## src/rtl/text_render_seq.sv

```systemverilog
`timescale 1ns/1ps
// text_render_seq
//   Buffers one line of glyph codes, then scans it out pixel by pixel through
//   an external combinational glyph ROM. Scan order is row-major: the 8
//   columns of a character, then the next character, then the next row.
//   The line is done after 8 rows, which is 64 pixels per stored character.
//
// Parameters
//   MAX_CHARS  line-buffer depth in characters (power of two, 2..32)
//
// Ports
//   clk, rst_n            clock, asynchronous active-low reset
//   clear                 synchronous abort back to IDLE
//   load_valid/ready      character load handshake
//   load_char, load_last  glyph code and final-character marker
//   rom_char/row/col      glyph-ROM address (0 outside RENDER)
//   rom_dot               ROM pixel for the current address (combinational)
//   px_valid/ready        pixel output handshake
//   px_dot                pixel value
//   px_eol, px_eof        last pixel of a scan row / of the whole line
//   busy                  high while loading or rendering
module text_render_seq #(
    parameter int unsigned MAX_CHARS = 16
) (
    input  logic       clk,
    input  logic       rst_n,
    input  logic       clear,
    input  logic       load_valid,
    output logic       load_ready,
    input  logic [4:0] load_char,
    input  logic       load_last,
    output logic [4:0] rom_char,
    output logic [2:0] rom_row,
    output logic [2:0] rom_col,
    input  logic       rom_dot,
    output logic       px_valid,
    input  logic       px_ready,
    output logic       px_dot,
    output logic       px_eol,
    output logic       px_eof,
    output logic       busy
);

    localparam int unsigned PW = (MAX_CHARS > 1) ? $clog2(MAX_CHARS) : 1;
    localparam int unsigned LW = PW + 1;

    typedef enum logic [1:0] {IDLE, LOAD, RENDER} state_t;

    state_t        state_q, state_d;
    logic [4:0]    line_buf [MAX_CHARS];
    logic [LW-1:0] wr_ptr;
    logic [LW-1:0] length;
    logic [PW-1:0] ci;
    logic [2:0]    row;
    logic [2:0]    col;

    logic load_hs, px_hs;
    logic last_col, last_ci, at_eol, at_eof;
    logic wr_last;

    // wr_ptr is always 0 in IDLE, so IDLE and LOAD share one write path.
    assign load_hs  = load_valid && load_ready;
    assign px_hs    = px_valid && px_ready;
    assign last_col = (col == 3'd7);
    assign last_ci  = (LW'(ci) == length - LW'(1));
    assign at_eol   = last_col && last_ci;
    assign at_eof   = at_eol && (row == 3'd7);
    // The write into the final slot ends the line even without load_last.
    assign wr_last  = load_last || (wr_ptr == LW'(MAX_CHARS - 1));

    always_ff @(posedge clk or negedge rst_n) begin
        if (!rst_n) begin
            state_q <= IDLE;
        end else begin
            state_q <= state_d;
        end
    end

    always_comb begin
        state_d    = state_q;
        load_ready = 1'b1;
        px_valid   = 1'b0;
        px_dot     = 1'b0;
        px_eol     = 1'b0;
        px_eof     = 1'b0;
        rom_char   = '0;
        rom_row    = '0;
        rom_col    = '0;
        busy       = (state_q != IDLE);

        case (state_q)
            IDLE, LOAD: begin
                if (load_hs) begin
                    state_d = wr_last ? RENDER : LOAD;
                end
            end
            RENDER: begin
                load_ready = 1'b0;
                px_valid   = 1'b1;
                rom_char   = line_buf[ci];
                rom_row    = row;
                rom_col    = col;
                px_dot     = rom_dot;
                px_eol     = at_eol;
                px_eof     = at_eof;
                if (px_hs && at_eof) begin
                    state_d = IDLE;
                end
            end
            default: state_d = IDLE;
        endcase

        if (clear) begin
            state_d = IDLE;
        end
    end

    always_ff @(posedge clk or negedge rst_n) begin
        if (!rst_n) begin
            wr_ptr <= '0;
            length <= '0;
            ci     <= '0;
            row    <= '0;
            col    <= '0;
        end else if (clear) begin
            wr_ptr <= '0;
            ci     <= '0;
            row    <= '0;
            col    <= '0;
        end else begin
            case (state_q)
                IDLE, LOAD: begin
                    if (load_hs) begin
                        if (wr_last) begin
                            length <= wr_ptr + LW'(1);
                            wr_ptr <= '0;
                            ci     <= '0;
                            row    <= '0;
                            col    <= '0;
                        end else begin
                            wr_ptr <= wr_ptr + LW'(1);
                        end
                    end
                end
                RENDER: begin
                    if (px_hs) begin
                        if (!last_col) begin
                            col <= col + 3'd1;
                        end else begin
                            col <= '0;
                            if (last_ci) begin
                                ci  <= '0;
                                // Wraps to 0 on the final pixel of the line.
                                row <= row + 3'd1;
                            end else begin
                                ci <= ci + PW'(1);
                            end
                        end
                    end
                end
                default: ;
            endcase
        end
    end

    // Line storage carries no reset; its contents are only read after a load.
    always_ff @(posedge clk) begin
        if (!clear && load_hs) begin
            line_buf[wr_ptr[PW-1:0]] <= load_char;
        end
    end

endmodule

```

## config.mk

```make
export PLATFORM = sky130hd
export DESIGN_NAME = text_render_seq
export DESIGN_NICKNAME = d
export VERILOG_FILES = /design/src/rtl/text_render_seq.sv
export SDC_FILE = /design/constraint.sdc
export NUM_CORES = 1
export LEC_CHECK = 0
export ABC_AREA = 1
export BUFFER_PORTS_ARGS = -buffer_cell sky130_fd_sc_hd__buf_2
export CAP_MARGIN = 20
export CORE_MARGIN = 2
export CORE_UTILIZATION = 25
export DETAILED_ROUTE_END_ITERATION = 7
export SLEW_MARGIN = 20
export SYNTH_ARGS = -nofsm -noshare
export SYNTH_HDL_FRONTEND = slang
export SYNTH_SLANG_ARGS = --single-unit
```

## constraint.sdc

```tcl
create_clock -name clk -period 2.3 [get_ports clk]
set_input_delay 0 -clock clk [delete_from_list [all_inputs] [get_ports clk]]
set_output_delay 0 -clock clk [all_outputs]
set_load 0.05 [all_outputs]
```

==> results.ini, run 1 <==
[cts]
cts_tree = yes
root_buffer = clkbuf_16
cts_buffer_depth = 2
clkSlewWorstSetupHoldPaths_ns = 0.07
cts_buffers = 9
clkSinkCount = 102
clock_latency_ns = 0.35
h-tree-depth = 3

[global_route]
grt_usage_pct = 11.3
antenna_found_initial = 0
grt_max_degree = 33
first_global_vias = 3251
grt_first_pass_wirelength_mm = 17.3
gr-total-overflow = 0

[yosys]
synth_area_leaders = edfxtp_1 52%, dfrtp_1 12%, nor2_1 7.3%, nand2_1 5.4%, o21ai_0 4.9%
synth_seq_cells = 102
yosys.area.top_type = edfxtp_1
synth_warnings = 0
synth_top_area_share_pct = 51.6
syn_avg_cell_area_um2 = 10.2
synthDistinctLibCells = 28
syn_area_um2 = 4650
postSynthCellCount = 455
synth_nets = 478
yosysSeqAreaShare_pct = 63.5

[power]
powerDensity_nw_per_um2 = 743
ir_worst_vdd_mv = 0.417
power.total_mw = 4.02
leakage_nw = 2.09

[sta]
finalSetupTns_ns = 0
max_freq_mhz = 462
tightest_slew_ns = 0.547
slew_violations = 0
setup_violations = 0
slew_headroom_pct = 63.4
hold-worst-slack_ns = 0.0601
post-route-min-period_ns = 2.17
fin_worst_skew_ns = 0.00599
min_period_over_period_pct = 94.1
rsz0062_at_grt = no
final_hold_viol_count = 0

[critical_path]
setup.worst_path.class = reg -> out
critical_path.startpoint_type = register
cp-end-kind = primary output
worstPathArrival_ns = 2.17
worstPathMaxFanout = 15
reg2reg_slack_ns = 0.26
crit_chain = inv_2 > buf_4 > nor2_1 > o211ai_1 > nand3_1 > a21oi_1 > buf_2
critPathSlowestCell = dfrtp_1
cp_slowest_stage_delay_ns = 0.42
worstPathRequired_ns = 2.30

[routing]
drtIter0Drc = 310
via_per_inst = 4.54
wl_mm = 10.7
vias = 3292
wl_per_cell_um = 14.7
drc = 0
dr.pass1.iters = 4
ant_nets = 0

[finish]
finalInstanceArea_um2 = 5410
nets = 514
stdcell_count = 725
drive_gt1_share_pct = 13.7
syn2layout_area_growth_pct = 16.2
antennaDiodeCount = 0

[floorplanning]
rows = 49
initial_utilization_pct = 25.7
core_area_um2 = 18100
die_x_um = 140
fp.dieH_um = 140
io_pins = 29
die_area_um2 = 19700

[placement]
gp_congestion = 0.828
hpwl_mm = 7.45
dp.cells = 706
port_buffers = 28
post_dp_cell_area_um2 = 5090

[status]
status = complete, no violations

[flow_run]
drv_cap = 0

[min_path]
min_path_type = in -> reg

power breakdown:
part	total (mW)	internal [mW]	switching, mW
sequential	2.06	2.03	0.0308
clock	1.42	0.742	0.676
combinational	0.544	0.160	0.384
total	4.02	2.93	1.09
worst max-delay path: cells and delay by family (launching register included):
family                 cells  cell delay [ns]
DFF                        1             0.42
buffers and inverters      3             0.79
AOI/OAI and AO/OA          2             0.45
and+or+nand+nor            2             0.15
cells in the mapped netlist:
cell / instances
nor2_1: 91
edfxtp_1: 80
nand2_1: 67
o21ai_0: 46
inv_1: 34
nand3_1: 28
dfrtp_1: 22
o211ai_1: 18
ha_1: 11
buf_2: 10
a21oi_1: 7
clkbuf_1: 6
nand2_2: 5
nor3_1: 5
o22ai_1: 5
inv_2: 3
nand4_1: 3
o21ai_1: 3
nor2_4: 2
a21boi_0: 1
a21oi_2: 1
buf_4: 1
buf_6: 1
clkbuf_2: 1
mux2i_1: 1
nor2_2: 1
xnor2_1: 1
xor2_1: 1
routing by layer:
| layer | wire, um | GRT usage (%) | vias to the layer above | part of all wire (%) |
|---|---|---|---|---|
| met4 | 250 | 5.64 | 0 | 2.3 |
| met2 | 5420 | 19.3 | 57 | 51 |
| met1 | 4760 | 14.3 | 1593 | 45 |
| met5 | 0 | 0 | - | 0 |
| met3 | 265 | 1.23 | 14 | 2.5 |
| li1 | - | - | 1628 | - |
sequential cells by signal, summed over array words and instances (netlist names):
| name | flops |
|---|---|
| length | 5 |
| line_buf | 80 |
| ci | 4 |
| row | 3 |
| wr_ptr | 5 |
| col | 3 |
| state_q | 2 |
area by class of cell:
type | instances | area [um^2]
clock inverters | 6 | 45.0
well taps | 229 | 287
multi-input cells | 297 | 1470
clock buffers | 10 | 229
flip-flops and latches | 102 | 2950
repair buffers | 44 | 287
inverters | 37 | 139
fillers | 1815 | 12700
worst paths after layout:
check,startpoint,to,cells after the start
min in group asynchronous,rst_n,col[2],2
hold reg to reg,length[1],length[1],2
max in group asynchronous,rst_n,wr_ptr[3],2
setup reg to reg,wr_ptr[0],ci[3],12
setup / recovery,ci[0],rom_char[0],7
hold / removal,px_ready,state_q[1],5
cells in the final DEF (no fill, tap or decap), types with 11 or more instances in the layout:
master,n
nor2_1,91
edfxtp_1,80
nand2_1,67
o21ai_0,46
inv_1,34
nand3_1,28
buf_2,27
dfrtp_1,22
o211ai_1,18
ha_1,11
buf_4,11
repair_timing:
| action | 4_1_cts | 5_1_grt |
|---|---|---|
| endpoints found under the setup margin | 0 | 5 |
| gates resized for setup | 0 | 3 |
| endpoints found under the hold margin | 25 | 0 |
| hold buffers | 3 | 0 |
| setup buffers | 0 | 0 |
through the flow:
step | util, % | setup slack, ns
after floorplan | - | 0.431
after global placement | 28.2 | 0.292
after detailed placement | 28.2 | 0.214
after CTS | 29.8 | 0.103
after global routing | 29.9 | 0.00771
final | 29.9 | 0.135
cell families after synthesis:
group	share of synthesized area, %
AO/OA/AOI/OAI	9.95
XOR/XNOR	0.377
adder cells (fa/ha/maj)	2.96
buffers and inverters	5.06
flip-flops	63.5
multiplexers	0.215
AND/OR/NAND/NOR	18.0
(Power assumes the default switching activity.)
==> run 2, diff against run 1 <==
- CORE_ASPECT_RATIO: not set -> 0.9
==> results.ini, run 2 (same netlist as run 1, synthesis figures left out) <==
[status]
status = complete, no violations  ; unchanged

[power]
p_comb_share_pct = 12.9  ; was 13.5%
p_sw_share_pct = 27.1  ; about the same
p_switching_mw = 1.14  ; was 1.09 mW
ir_worst_vdd_mv = 0.358  ; was 0.417 mV
leakage_nw = 2.11  ; was 2.09 nW
p_clk_share_pct = 38.2  ; was 35.3%
pwr-share-seq_pct = 48.8  ; was 51.2%
powerDensity_nw_per_um2 = 765  ; was 743 nW/um^2
p_int_mw = 3.06  ; was 2.93 mW

[sta]
setup_violations = 0  ; unchanged
rsz0062_at_grt = yes  ; was no
min_period_over_period_pct = 92.3  ; was 94.1%
tightest_slew_ns = 0.514  ; was 0.547 ns
max_freq_mhz = 471  ; was 462 MHz
finalSetupTns_ns = 0  ; unchanged
fin_worst_skew_ns = 0.00561  ; was 0.00599 ns
post-route-min-period_ns = 2.12  ; was 2.17 ns
slew_headroom_pct = 65.6  ; was 63.4%
final_hold_viol_count = 0  ; unchanged
slew_violations = 0  ; unchanged

[placement]
hpwl_mm = 6.94  ; was 7.45 mm
port_buffers = 28  ; unchanged
dp.cells = 724  ; was 706
gp_congestion = 0.763  ; was 0.828

[routing]
dr.pass1.iters = 4  ; unchanged
drc = 0  ; unchanged
via_per_inst = 4.33  ; was 4.54
drtIter0Drc = 239  ; was 310
ant_nets = 0  ; unchanged
wl_mm = 10.4  ; was 10.7 mm
wl_per_cell_um = 14.0  ; was 14.7 um
vias = 3215  ; was 3292

[floorplanning]
initial_utilization_pct = 25.4  ; was 25.7%
fp.dieH_um = 133  ; was 140 um
rows = 47  ; was 49
core_area_um2 = 18300  ; was 18100 um^2
io_pins = 29  ; unchanged
die_area_um2 = 19700  ; about the same
die_x_um = 148  ; was 140 um

[finish]
final_cell_mix = 91 x nor2_1, 80 x edfxtp_1, 67 x nand2_1  ; unchanged
layout_commonest_cell = nor2_1  ; unchanged
nets = 515  ; was 514
largest_register_ffs = 80  ; unchanged
antennaDiodeCount = 0  ; unchanged
postLayoutCoreUtil_pct = 30.0  ; was 29.9%
layout.area.seq_um2 = 2950  ; unchanged
syn2layout_area_growth_pct = 18.1  ; was 16.2%
multiInputGateArea_um2 = 1470  ; unchanged
nFillCells = 1830  ; was 1815
drive_gt1_share_pct = 14.3  ; was 13.7%
stdcell_count = 742  ; was 725

[critical_path]
setup.worst_path.class = reg -> out  ; unchanged
cp-end-kind = primary output  ; unchanged
worstPathArrival_ns = 2.12  ; was 2.17 ns
worstPathRequired_ns = 2.30  ; about the same
reg2reg_slack_ns = 0.31  ; was 0.26 ns
reg2reg_depth = 12  ; unchanged
worstPathMaxFanout = 21  ; was 15
reg2reg_to = ci[3]  ; unchanged
critical_path.startpoint_type = register  ; unchanged
reg2reg_from = wr_ptr[1]  ; was wr_ptr[0]

[global_route]
grt_max_degree = 32  ; was 33
gr-total-overflow = 0  ; unchanged
grt_usage_pct = 10.8  ; was 11.3%
first_global_vias = 3075  ; was 3251
antenna_found_initial = 0  ; unchanged
grt_first_pass_wirelength_mm = 16.6  ; was 17.3 mm

[cts]
clock_latency_ns = 0.35  ; about the same
clkSlewWorstSetupHoldPaths_ns = 0.07  ; about the same
root_buffer = clkbuf_16  ; unchanged
cts_tree = yes  ; unchanged
cts_buffers = 9  ; unchanged
cts_buffer_depth = 2  ; unchanged
h-tree-depth = 3  ; unchanged
clkSinkCount = 102  ; unchanged

[min_path]
whs_path_depth = 4  ; was 5
hp-start = load_valid  ; was px_ready
min_path_type = in -> reg  ; unchanged
hold_end = state_q[0]  ; was state_q[1]

[flow_run]
drv_cap = 0  ; unchanged

## run 2: how the worst max path moves through the flow
stage | startpoint | cells after the start | to
after floorplan | state_q[0] | 4 | rom_char[2]
after global placement | wr_ptr[1] | 11 | ci[3]
after detailed placement | wr_ptr[1] | 12 | ci[3]
after CTS | ci[0] | 7 | rom_char[0]
final | ci[0] | 6 | rom_char[3]
after global routing | ci[0] | 8 | rom_char[2]
## run 2: stage by stage
stage          hold slack (ns)  setup slack [ns]  total power, mW  instance area (um^2)
3_5_place_dp           0.00215             0.223             2.63                  5140
6_report               0.00572             0.176             4.20                  5500
4_1_cts                0.00882            0.0947             4.23                  5480
5_1_grt                 0.0578           -0.0396             4.38                  5500
2_1_floorplan           -0.296             0.431             2.47                  4650
3_3_place_gp            0.0120             0.311             2.63                  5140
## run 2: final cells by class
class                   count  area share (%)
clock buffers               9            4.10
well taps                 245            5.58
clock inverters             7            1.73
flip-flops and latches    102            53.7
inverters                  37            2.57
multi-input cells         297            26.8
repair buffers             45            5.53
## run 2: repair_timing
item | 4_1_cts | 5_1_grt
gates resized for setup | 0 | 4
buffers inserted | 0 | 0
setup endpoints to repair | 0 | 4
endpoints found under the hold margin | 24 | 0
hold buffers | 2 | 0
## run 2: power groups by stage
stage | combinational (mW) | clock [mW] | sequential (mW)
final | 0.542 | 1.61 | 2.05
after global routing | 0.614 | 1.71 | 2.06
after CTS | 0.543 | 1.63 | 2.05
after detailed placement | 0.538 | 0 | 2.09
after global placement | 0.536 | 0 | 2.09
after floorplan | 0.385 | 0 | 2.09
## run 2: metal layers
metal,vias up,part of all wire (%),track usage (%)
met5,-,0,0
met4,0,2.1,4.29
met3,15,2.9,2.12
met2,36,48,18.0
met1,1532,47,13.9
li1,1632,-,-
## run 2: worst max-delay path: stages, from the launching register on
cell      delay, ns
dfrtp_1        0.43
buf_4          0.29
o21ai_0        0.14
o211ai_1       0.30
nand3_1        0.11
a21oi_1        0.20
buf_2          0.30
==> run 3, diff against run 2 <==
- ABC_CLOCK_PERIOD_IN_PS: not set -> 2300
- REMOVE_ABC_BUFFERS: not set -> 1
- SKIP_LAST_GASP: not set -> 1
==> results.ini, run 3 (same netlist as run 1, synthesis figures left out) <==
[critical_path]
reg2reg_slack_ns = 0.23  ; was 0.31 ns
worst-path-buf-inv = 3  ; was 2
reg2reg_depth = 12  ; unchanged
worstPathArrival_ns = 2.17  ; was 2.12 ns
critPathSlowestCell = dfrtp_1  ; unchanged
cp_top_family = buffers and inverters  ; was compound AO/OA/AOI/OAI gates
worstPathMaxFanout = 14  ; was 21
cp_slowest_stage_delay_ns = 0.41  ; was 0.43 ns
cp.depth = 7  ; was 6
reg2reg_from = wr_ptr[0]  ; was wr_ptr[1]
setup.worst_path.class = reg -> out  ; unchanged
reg2reg_to = ci[2]  ; was ci[3]
worstPathRequired_ns = 2.30  ; about the same
crit_chain = inv_2 > buf_4 > nor2_1 > o211ai_1 > nand3_1 > a21oi_1 > buf_2  ; was buf_4 > o21ai_0 > o211ai_1 > nand3_1 > a21oi_1 > buf_2
cp-end-kind = primary output  ; unchanged
critical_path.startpoint_type = register  ; unchanged

[sta]
max_freq_mhz = 461  ; was 471 MHz
slew_headroom_pct = 65.3  ; was 65.6%
slew_violations = 0  ; unchanged
hold-worst-slack_ns = 0.0124  ; was 0.00572 ns
tightest_slew_ns = 0.521  ; was 0.514 ns
final_hold_viol_count = 0  ; unchanged
worst_slack_ns = 0.130  ; was 0.176 ns
setup_violations = 0  ; unchanged
post-route-min-period_ns = 2.17  ; was 2.12 ns
min_period_over_period_pct = 94.3  ; was 92.3%
fin_worst_skew_ns = 0.00678  ; was 0.00561 ns
rsz0062_at_grt = no  ; was yes

[placement]
hpwl_mm = 6.81  ; was 6.94 mm
port_buffers = 28  ; unchanged
post_dp_cell_area_um2 = 5120  ; was 5140 um^2
gp_congestion = 0.795  ; was 0.763
dp_slack_ns = 0.251  ; was 0.223 ns

[floorplanning]
die_area_um2 = 19700  ; unchanged
fp.dieH_um = 133  ; unchanged
rows = 47  ; unchanged
initial_utilization_pct = 25.4  ; unchanged
die_x_um = 148  ; unchanged
core_area_um2 = 18300  ; unchanged
io_pins = 29  ; unchanged

[global_route]
gr-total-overflow = 0  ; unchanged
antenna_found_initial = 0  ; unchanged
grt_max_degree = 26  ; was 32
first_global_vias = 3054  ; was 3075
grt_usage_pct = 10.3  ; was 10.8%
grt_first_pass_wirelength_mm = 15.6  ; was 16.6 mm

[cts]
cts_buffer_depth = 2  ; unchanged
clkSlewWorstSetupHoldPaths_ns = 0.07  ; about the same
root_buffer = clkbuf_16  ; unchanged
cts_buffers = 9  ; unchanged
clock_latency_ns = 0.35  ; about the same
cts_resized = 0  ; unchanged
h-tree-depth = 3  ; unchanged
clkSinkCount = 102  ; unchanged
cts_tree = yes  ; unchanged

[finish]
nets = 514  ; was 515
layout_commonest_cell = nor2_1  ; unchanged
largest_register_ffs = 80  ; unchanged
final_cell_mix = 91 x nor2_1, 80 x edfxtp_1, 67 x nand2_1  ; unchanged
syn2layout_area_growth_pct = 16.5  ; was 18.1%
drive_gt1_share_pct = 13.9  ; was 14.3%
antennaDiodeCount = 0  ; unchanged
postLayoutCoreUtil_pct = 29.6  ; was 30.0%
finalInstanceArea_um2 = 5420  ; was 5500 um^2

[min_path]
min_path_type = in -> reg  ; unchanged
hp-start = load_valid  ; unchanged
hold_end = state_q[0]  ; unchanged
whs_path_depth = 4  ; unchanged

[routing]
via_per_inst = 4.37  ; was 4.33
wl_per_cell_um = 13.3  ; was 14.0 um
drc = 0  ; unchanged
wl_mm = 9.86  ; was 10.4 mm
vias = 3239  ; was 3215
drtIter0Drc = 173  ; was 239
dr.pass1.iters = 7  ; was 4
ant_nets = 0  ; unchanged

[power]
ir_worst_vdd_mv = 0.312  ; was 0.358 mV
powerDensity_nw_per_um2 = 745  ; was 765 nW/um^2
leakage_nw = 2.09  ; was 2.11 nW

[status]
status = complete, no violations  ; unchanged

[flow_run]
drv_cap = 0  ; unchanged

==> run 3: report_power, final <==
part	internal (mW)	total (mW)	switching, mW
Clock	0.756	1.46	0.701
Combinational	0.160	0.530	0.370
Sequential	2.02	2.05	0.0286
==> run 3: how the worst max path moves through the flow <==
stage	startpoint	end	slack, ns
floorplan	ci[0]	rom_char[2]	-0.05
global placement	wr_ptr[0]	ci[1]	0.32
detailed placement	wr_ptr[0]	ci[1]	0.25
CTS	ci[0]	rom_char[2]	0.13
global route	wr_ptr[0]	ci[2]	0.006
finish	ci[0]	rom_char[2]	0.13
==> run 3: metal layers <==
metal,up-vias,global-route usage (%),wire length [um]
met4,0,4.02,233
met5,-,0,0
li1,1626,-,-
met1,1549,12.9,4460
met2,48,17.3,4890
met3,16,2.36,279
==> run 3: repair_timing <==
| item | CTS | global route |
|---|---|---|
| hold buffers | 2 | 0 |
| setup buffers | 0 | 0 |
| endpoints found under the hold margin | 24 | 0 |
==> run 3: cell type report <==
cell class	instances	area, um^2
Clock buffer	10	229
Clock inverter	6	51.3
Fill cell	1849	12900
Inverter	37	139
Multi-Input combinational cell	297	1470
Sequential cell	102	2950
Tap cell	245	307
Timing Repair Buffer	44	278
==> run 3: tightest hold or removal path: stages <==
cell     delay (ns)
buf_2          0.07
inv_1          0.08
nand4_1        0.11
nand2_1        0.05
==> run 3: stage by stage <==
| step | total power, mW | TNS (ns) | instances |
|---|---|---|---|
| floorplan | 2.45 | -0.147 | 436 |
| global placement | 2.62 | 0 | 723 |
| detailed placement | 2.63 | 0 | 723 |
| CTS | 4.08 | 0 | 741 |
| global route | 4.21 | 0 | 741 |
| finish | 4.04 | 0 | 741 |
